<file path="src/rtl/tiny16_exec_stage.sv">
// rtl/tiny16_exec_stage.sv - Tiny16 execute/writeback stage with result forwarding and iterative multiply
module tiny16_exec_stage (
    input  logic        i_clk,
    input  logic        i_reset,
    input  logic        i_op_valid,
    input  logic [2:0]  i_op_code,
    input  logic [1:0]  i_op_dst,
    input  logic [1:0]  i_op_srca,
    input  logic [1:0]  i_op_srcb,
    output logic        o_op_ready,
    input  logic [15:0] i_opa,
    input  logic [15:0] i_opb,
    output logic        o_rf_wr_n,
    output logic [1:0]  o_rf_address_wr,
    output logic [15:0] o_rf_data,
    output logic        o_flag_z,
    output logic        o_flag_c
);

    localparam logic [2:0] OP_ADD = 3'd0;
    localparam logic [2:0] OP_SUB = 3'd1;
    localparam logic [2:0] OP_AND = 3'd2;
    localparam logic [2:0] OP_OR  = 3'd3;
    localparam logic [2:0] OP_XOR = 3'd4;
    localparam logic [2:0] OP_SHL = 3'd5;
    localparam logic [2:0] OP_MUL = 3'd6;
    localparam logic [2:0] OP_MOV = 3'd7;

    // execute register
    logic        r_ex_valid;
    logic [2:0]  r_ex_op;
    logic [1:0]  r_ex_dst;
    logic [1:0]  r_ex_srca;
    logic [1:0]  r_ex_srcb;

    // writeback register (drives the register file directly)
    logic        r_wb_valid;
    logic [1:0]  r_wb_dst;
    logic [15:0] r_wb_data;
    logic        r_flag_z;
    logic        r_flag_c;

    // retired register: the result written at the previous edge
    logic        r_ret_valid;
    logic [1:0]  r_ret_dst;
    logic [15:0] r_ret_data;

    // multiplier state
    logic        r_busy;
    logic [4:0]  r_mul_count;
    logic [15:0] r_mul_mcand;
    logic [15:0] r_mul_mplr;
    logic [15:0] r_mul_acc;
    logic [1:0]  r_mul_dst;

    logic        w_issue;
    logic        w_ex_single;
    logic        w_ex_mul;
    logic        w_mul_step;
    logic        w_mul_done;
    logic [15:0] w_mul_acc_next;
    logic [15:0] w_a;
    logic [15:0] w_b;
    logic [16:0] w_res;

    assign o_op_ready      = ~r_busy;
    assign w_issue         = i_op_valid & ~r_busy;
    assign w_ex_single     = r_ex_valid && (r_ex_op != OP_MUL);
    assign w_ex_mul        = r_ex_valid && (r_ex_op == OP_MUL);
    assign w_mul_step      = (r_mul_count != 5'd0);
    assign w_mul_done      = w_mul_step && (r_mul_count == 5'd1);
    assign w_mul_acc_next  = r_mul_acc + (r_mul_mplr[0] ? r_mul_mcand : 16'd0);
    assign o_rf_wr_n       = ~r_wb_valid;
    assign o_rf_address_wr = r_wb_dst;
    assign o_rf_data       = r_wb_data;
    assign o_flag_z        = r_flag_z;
    assign o_flag_c        = r_flag_c;

    // operand forwarding: the result being written now beats the one written last edge,
    // since the register file read at the write edge still returns the old value
    always_comb begin
        w_a = i_opa;
        w_b = i_opb;
        if (r_wb_valid && (r_wb_dst == r_ex_srca))
            w_a = r_wb_data;
        else if (r_ret_valid && (r_ret_dst == r_ex_srca))
            w_a = r_ret_data;
        if (r_wb_valid && (r_wb_dst == r_ex_srcb))
            w_b = r_wb_data;
        else if (r_ret_valid && (r_ret_dst == r_ex_srcb))
            w_b = r_ret_data;
    end

    // single-cycle ALU; bit 16 is the carry/borrow flag
    always_comb begin
        w_res = 17'd0;
        case (r_ex_op)
            OP_ADD:  w_res = {1'b0, w_a} + {1'b0, w_b};
            OP_SUB:  w_res = {1'b0, w_a} - {1'b0, w_b};
            OP_AND:  w_res = {1'b0, w_a & w_b};
            OP_OR:   w_res = {1'b0, w_a | w_b};
            OP_XOR:  w_res = {1'b0, w_a ^ w_b};
            OP_SHL:  w_res = {1'b0, w_a << w_b[3:0]};
            OP_MOV:  w_res = {1'b0, w_b};
            default: w_res = 17'd0;
        endcase
    end

    // issue: capture the decoded op; dropped while a multiply holds the stage
    always_ff @(posedge i_clk or posedge i_reset) begin
        if (i_reset) begin
            r_ex_valid <= 1'b0;
            r_ex_op    <= 3'd0;
            r_ex_dst   <= 2'd0;
            r_ex_srca  <= 2'd0;
            r_ex_srcb  <= 2'd0;
        end else begin
            r_ex_valid <= w_issue;
            if (w_issue) begin
                r_ex_op   <= i_op_code;
                r_ex_dst  <= i_op_dst;
                r_ex_srca <= i_op_srca;
                r_ex_srcb <= i_op_srcb;
            end
        end
    end

    // multiply: busy from the accepting edge until the 16th shift-add step completes
    always_ff @(posedge i_clk or posedge i_reset) begin
        if (i_reset) begin
            r_busy      <= 1'b0;
            r_mul_count <= 5'd0;
            r_mul_mcand <= 16'd0;
            r_mul_mplr  <= 16'd0;
            r_mul_acc   <= 16'd0;
            r_mul_dst   <= 2'd0;
        end else begin
            if (w_issue && (i_op_code == OP_MUL))
                r_busy <= 1'b1;
            else if (w_mul_done)
                r_busy <= 1'b0;
            if (w_ex_mul) begin
                r_mul_mcand <= w_a;
                r_mul_mplr  <= w_b;
                r_mul_acc   <= 16'd0;
                r_mul_count <= 5'd16;
                r_mul_dst   <= r_ex_dst;
            end else if (w_mul_step) begin
                r_mul_acc   <= w_mul_acc_next;
                r_mul_mcand <= r_mul_mcand << 1;
                r_mul_mplr  <= r_mul_mplr >> 1;
                r_mul_count <= r_mul_count - 5'd1;
            end
        end
    end

    // writeback: strobe for one cycle per result; address/data/flags hold until the next result
    always_ff @(posedge i_clk or posedge i_reset) begin
        if (i_reset) begin
            r_wb_valid <= 1'b0;
            r_wb_dst   <= 2'd0;
            r_wb_data  <= 16'd0;
            r_flag_z   <= 1'b0;
            r_flag_c   <= 1'b0;
        end else if (w_ex_single) begin
            r_wb_valid <= 1'b1;
            r_wb_dst   <= r_ex_dst;
            r_wb_data  <= w_res[15:0];
            r_flag_z   <= (w_res[15:0] == 16'd0);
            r_flag_c   <= w_res[16];
        end else if (w_mul_done) begin
            r_wb_valid <= 1'b1;
            r_wb_dst   <= r_mul_dst;
            r_wb_data  <= w_mul_acc_next;
            r_flag_z   <= (w_mul_acc_next == 16'd0);
            r_flag_c   <= 1'b0;
        end else begin
            r_wb_valid <= 1'b0;
        end
    end

    // retired: keep the just-written result one more cycle for distance-2 forwarding
    always_ff @(posedge i_clk or posedge i_reset) begin
        if (i_reset) begin
            r_ret_valid <= 1'b0;
            r_ret_dst   <= 2'd0;
            r_ret_data  <= 16'd0;
        end else begin
            r_ret_valid <= r_wb_valid;
            r_ret_dst   <= r_wb_dst;
            r_ret_data  <= r_wb_data;
        end
    end

endmodule

</file>
<file path="config.mk">
export PLATFORM = sky130hd
export DESIGN_NAME = tiny16_exec_stage
export DESIGN_NICKNAME = d
export VERILOG_FILES = /design/src/rtl/tiny16_exec_stage.sv
export SDC_FILE = /design/constraint.sdc
export NUM_CORES = 1
export LEC_CHECK = 0
export BUFFER_PORTS_ARGS = -buffer_cell sky130_fd_sc_hd__buf_4
export CORE_MARGIN = 5
export CORE_UTILIZATION = 55
export CTS_BUF_LIST = sky130_fd_sc_hd__clkbuf_8
export DETAILED_ROUTE_END_ITERATION = 7
export PLACE_DENSITY = 0.77
export SLEW_MARGIN = 0
export SYNTH_ARGS = -nofsm -noshare
export SYNTH_HDL_FRONTEND = slang
export SYNTH_SLANG_ARGS = --single-unit
</file>
<file path="constraint.sdc">
create_clock -name i_clk -period 9.3 [get_ports i_clk]
set_input_delay 2.325 -clock i_clk [delete_from_list [all_inputs] [get_ports i_clk]]
set_output_delay 2.325 -clock i_clk [all_outputs]
set_load 0.02 [all_outputs]
</file>
==> run metrics, run 1 <==
Pre-antenna DRT Iters 5; Synth cell types 74; Mapped Area 0.00892 mm2; Setup crit end kind flip-flop; Crit Reg-Reg Endpoint o_flag_z; CP Class in -> reg; area grow syn2layout 10.4%; arrival time worst endpoint ~6.9 ns; starting density of the core between 50 and 60%; final setup TNS 0 ns; Die Y around 140 um; initial DRC count 989; Post-CTS Setup Bufs 0; final clock skew 0.0216 ns; area share of the largest cell type after synthesis 29.8%; Yosys warning count 0; post-synth top area cell dfrtp_1; max_slew headroom roughly a quarter; vias per inst between 6 and 7; grt ovf 0; Hold Startpoint r_wb_valid; Worst-Margin Slew approximately 1.1 ns; CTS tree built; RSZ-0062 raised after global routing no; leading cell type in the layout, fill and taps excluded nand2_1; Most used DFF post-synth dfrtp_1; vias about 8,600; GRT Util Overall between 30% and 40%; final hold viol count 0; post-route ant nets 0; io pins 66; maximum fanout along the worst path 16; largest net degree at the start of global routing between 60 and 70; fin nets around 1,200; RR Startpoint r_ret_valid; final worst path period share between 70% and 80%; synthesized net count 1,197; initial antenna violation count 0; Final Setup Violations 0; hold path depth 0; Seq/Total Area, Yosys 29.8%; max cap viols 0; Post-synth ARST share 100%; RD Place Congestion 1.04; worst skew pair latency about 0.41 ns; most frequent cells in the layout 148 x nand2_1, 106 x dfrtp_1, 95 x nor2_1, 94 x buf_4, 67 x ha_1; status finished clean; IO buf count 65; die width ~140 um; main area contributors after synthesis dfrtp_1 30%, ha_1 9.4%, nand2_1 6.2%, mux2i_1 4.5%, nor2_1 4.0%; Reg area between 0.002 and 0.003 mm2; utilization after layout 62.0%; hold_ws ~0.44 ns; worst setup margin ~2.8 ns; CTS Buffer Depth 2; Place WS roughly 2.4 ns; Post-CTS Hold Buffers 0; row count 46; Reg2Reg Setup Slack around 3.3 ns; routed wire length per instance about 22 um; Avg Cell Area, Syn 8.23 um2; multi-input logic area between 0.005 and 0.006 mm2; # clock sinks about 110; Clock transition at path regs roughly 0.12 ns; Worst R2R Path Depth 19; Pins Over Slew Limit 0; number of global-route vias before repair around 8,300; final wirelength ~30,000 um; WHS Endpoint r_ret_valid; min Tclk post-route between 6 and 7 ns; HP Class reg -> reg; first-pass GRT wire length between 40,000 and 50,000 um; Fillers 1,461; share of post-route cells with drive strength above 1 between 10 and 15%; CTS buffer count 9; crit path launch type input port; H-tree levels 3; Post-route DRC 0; number of inserted diodes 0; dpl hpwl 22,400 um; Max Freq 154 MHz; Critical Path RT 9.64 ns; Seq cells post-synth roughly 110; core footprint ~0.016 mm2; EDFF count, synth 0; post-CTS sizing 0; Clock Root Buffer clkbuf_8; Post-Syn Instances 1,084; die area 0.0189 mm2
[state kept, by name (all words and copies together), names as in the netlist]
name	flops
r_wb_valid	1
r_ret_data	16
r_mul_dst	2
o_rf_address_wr	2
r_ex_srca	2
o_rf_data	16
r_mul_mplr	16
r_ex_srcb	2
r_mul_acc	16
o_flag_z	1
r_ex_dst	2
r_mul_count	5
r_ret_valid	1
r_busy	1
r_ret_dst	2
o_flag_c	1
r_ex_op	3
r_mul_mcand	16
r_ex_valid	1
[layer usage]
metal  wire [um]  part of all wire [%]  vias up  track usage (%)
li1            -                     -     4023                -
met1       13200                    45     4128             44.7
met2       13200                    45      350             50.4
met3        2250                   7.6       59             6.06
met4         944                   3.2        0             11.1
met5           0                     0        -                0
[worst max-delay path by stage]
stage / from / end / slack, ns / cells after the start
3_5_place_dp: i_opb[2] / o_flag_z / 2.43 / 19
6_report: i_opb[2] / o_flag_z / 2.79 / 19
4_1_cts: i_opb[2] / o_flag_z / 2.87 / 19
2_1_floorplan: i_opb[0] / o_flag_z / 3.42 / 18
3_3_place_gp: i_opb[2] / o_flag_z / 2.64 / 19
5_1_grt: i_opb[2] / o_flag_z / 2.28 / 19
[cells by family (layout without fill, tap and decap cells)]
| logic type | after synthesis | in the layout | share of synthesized area [%] |
|---|---|---|---|
| AO/OA/AOI/OAI | 294 | 294 | 22.5 |
| XOR/XNOR | 54 | 54 | 5.47 |
| adder cells (fa/ha/maj) | 69 | 69 | 9.85 |
| buffers and inverters | 112 | 157 | 5.14 |
| flip-flops | 106 | 106 | 29.8 |
| multiplexers | 58 | 58 | 6.76 |
| AND/OR/NAND/NOR | 391 | 391 | 20.6 |
[through the flow]
stage                     instances  instance area, um2
after floorplan                1084                8920
after global placement         1329                9630
after detailed placement       1329                9630
after CTS                      1345                9840
after global routing           1345                9840
final                          1345                9840
[cell usage after synthesis (20+ instances only)]
library cell / n
nand2_1: 148
dfrtp_1: 106
nor2_1: 95
ha_1: 67
a21oi_1: 55
clkbuf_1: 52
inv_1: 44
o21ai_0: 44
mux2i_1: 40
xnor2_1: 37
a31oi_1: 34
nor3_1: 24
o31ai_1: 22
nor4_1: 20
[critical path, cell delays in order]
cell and delay [ns]:
buf_4 0.11, o31ai_1 0.06, a31o_1 0.68, inv_1 0.43, nor4_2 0.36, and4bb_1 0.32
nand3_2 0.12, or3_4 0.41, o21ai_0 0.20, xnor2_1 0.10, ha_1 0.36, a21oi_1 0.14
o21ai_0 0.08, a21oi_1 0.15, o21ai_0 0.11, a2111oi_0 0.40, o21a_1 0.21, nand3_1 0.12
o21ai_1 0.16
[final cells by class]
class | count | area share (%)
Tap cell | 216 | 2.75
Clock buffer | 10 | 1.40
Multi-Input combinational cell | 866 | 59.2
Timing Repair Buffer | 94 | 7.17
Sequential cell | 106 | 26.9
Clock inverter | 6 | 0.737
Inverter | 47 | 1.84
Power of run 1 is not shown: default switching activity piles up to over one toggle a cycle in this logic, so the estimate is an artifact.
==> run 2: changes to the inputs <==
Clock period 9.3 ns to 6.15 ns, I/O delays scaled along.
==> run 2 against run 1 <==
Compared with the run above:
- die area unchanged
- sequential share of layout area fell by 0.20 points
- register-to-register slack got worse by 2.3 ns
- core utilization up 0.47 points
- final cell count grew 0.74%
- critical path depth unchanged
- final area grew 0.76%
==> run metrics, run 2 (same netlist as run 1, synthesis figures left out) <==
Reg area around 0.0027 mm2; RSZ-0062 raised after global routing no; maximum fanout along the worst path 7; max cap viols 0; Worst R2R Path Depth 19; IO buf count 65; Final Cell Area 0.00992 mm2; Post-CTS Hold Buffers 0; die area about 0.019 mm2; final hold viol count 0; largest net degree at the start of global routing just under 60; Final Setup Violations 0; final wirelength slightly above 30,000 um; Hold Startpoint r_wb_valid; Post-CTS Setup Bufs 0; initial DRC count 1,192; die width 137 um; GRT Util Overall around a third; HP Class reg -> reg; Max Freq 191 MHz; Reg2Reg Setup Slack 0.91 ns; Fillers 1,446; RD Place Congestion just over 1; final worst path period share a little under nine tenths; Pins Over Slew Limit 0; most frequent cells in the layout 148 x nand2_1, 106 x dfrtp_1, 104 x buf_4, 95 x nor2_1, 67 x ha_1; area grow syn2layout 11.2%; leading cell type in the layout, fill and taps excluded nand2_1; Clock transition at path regs approximately 0.10 ns; worst setup margin between 0.9 and 1 ns; initial antenna violation count 0; fin nets between 1,000 and 1,500; post-route ant nets 0; CTS Buffer Depth 2; row count 46; final clock skew 0.0167 ns; Place WS about 0.86 ns; status finished clean; RR Startpoint r_ex_srcb[0]; grt ovf 0; vias per inst ~6.5; WHS Endpoint r_ret_valid; Pre-antenna DRT Iters 6; worst skew pair latency 0.40 ns; Die Y 137 um; Post-route DRC 0; min Tclk post-route roughly 5.2 ns; dpl hpwl 23,200 um; routed wire length per instance approximately 23 um; number of inserted diodes 0; core footprint 0.0159 mm2; multi-input logic area roughly 0.0058 mm2; hold path depth 0; max_slew headroom about a third; Crit Reg-Reg Endpoint o_flag_z; Setup crit end kind flip-flop; Critical Path RT approximately 6.5 ns; io pins 66; CP Class reg -> reg; # clock sinks between 100 and 150; Clock Root Buffer clkbuf_8; first-pass GRT wire length between 40,000 and 50,000 um; crit path launch type flip-flop; CTS tree built; final setup TNS 0 ns; post-CTS sizing 0; starting density of the core a little under three fifths; vias just under 9,000; number of global-route vias before repair 8,450; H-tree levels 3; Worst-Margin Slew between 0.9 and 1 ns; share of post-route cells with drive strength above 1 14.7%; CTS buffer count 9; Placement Cell Area ~0.0097 mm2; arrival time worst endpoint about 5.6 ns
-- run 2: cell types whose count changed in the layout (fill, tap and decap cells not counted) --
cell and change:
nor2b_2 -1, clkinv_8 +1, nor2b_1 +1, buf_4 +10, clkbuf_8 -1
-- run 2: worst max path at each step --
stage / from / to / slack [ns]
3_3_place_gp: i_opb[1] / o_flag_z / 0.96
2_1_floorplan: i_opb[0] / o_flag_z / 1.06
6_report: r_ex_srcb[0] / o_flag_z / 0.91
4_1_cts: r_ex_srcb[0] / o_flag_z / 1.02
3_5_place_dp: i_opb[1] / o_flag_z / 0.86
5_1_grt: r_ret_dst[1] / o_flag_z / 0.65
-- run 2: critical path, stage by stage (launching register included) --
cell	delay (ns)
dfrtp_1	0.47
xnor2_1	0.45
nand3_1	0.49
buf_4	0.34
mux2i_1	0.11
o21ai_0	0.76
inv_1	0.22
nand2_1	0.16
or3_4	0.15
o21ai_0	0.10
xnor2_1	0.18
ha_1	0.37
a21oi_1	0.14
o21ai_0	0.09
a21oi_1	0.16
o21ai_0	0.10
a2111oi_0	0.42
o21a_1	0.21
nand3_1	0.09
o21ai_1	0.16
-- run 2: area by class of cell --
cell class / count / area share [%]
Clock inverter: 7 / 0.896
Tap cell: 216 / 2.72
Sequential cell: 106 / 26.7
Inverter: 47 / 1.83
Multi-Input combinational cell: 866 / 58.7
Timing Repair Buffer: 104 / 7.87
Clock buffer: 9 / 1.25
-- run 2: per-layer routing --
layer	share of wire [%]	GRT usage, %	wire length (um)	vias to the layer above
li1	-	-	-	4049
met1	43	47.1	13300	4224
met2	44	51.9	13600	466
met3	9.3	6.54	2870	71
met4	3.7	12.3	1130	0
met5	0	0	0	-
-- run 2: through the flow --
stage          utilization [%]  instances  hold slack (ns)
2_1_floorplan                -       1084            0.393
3_3_place_gp              61.1       1339            0.426
3_5_place_dp              61.1       1339            0.420
4_1_cts                   62.4       1355            0.444
5_1_grt                   62.4       1355            0.464
6_report                  62.4       1355            0.450
Power of run 2 is left out for the same reason.
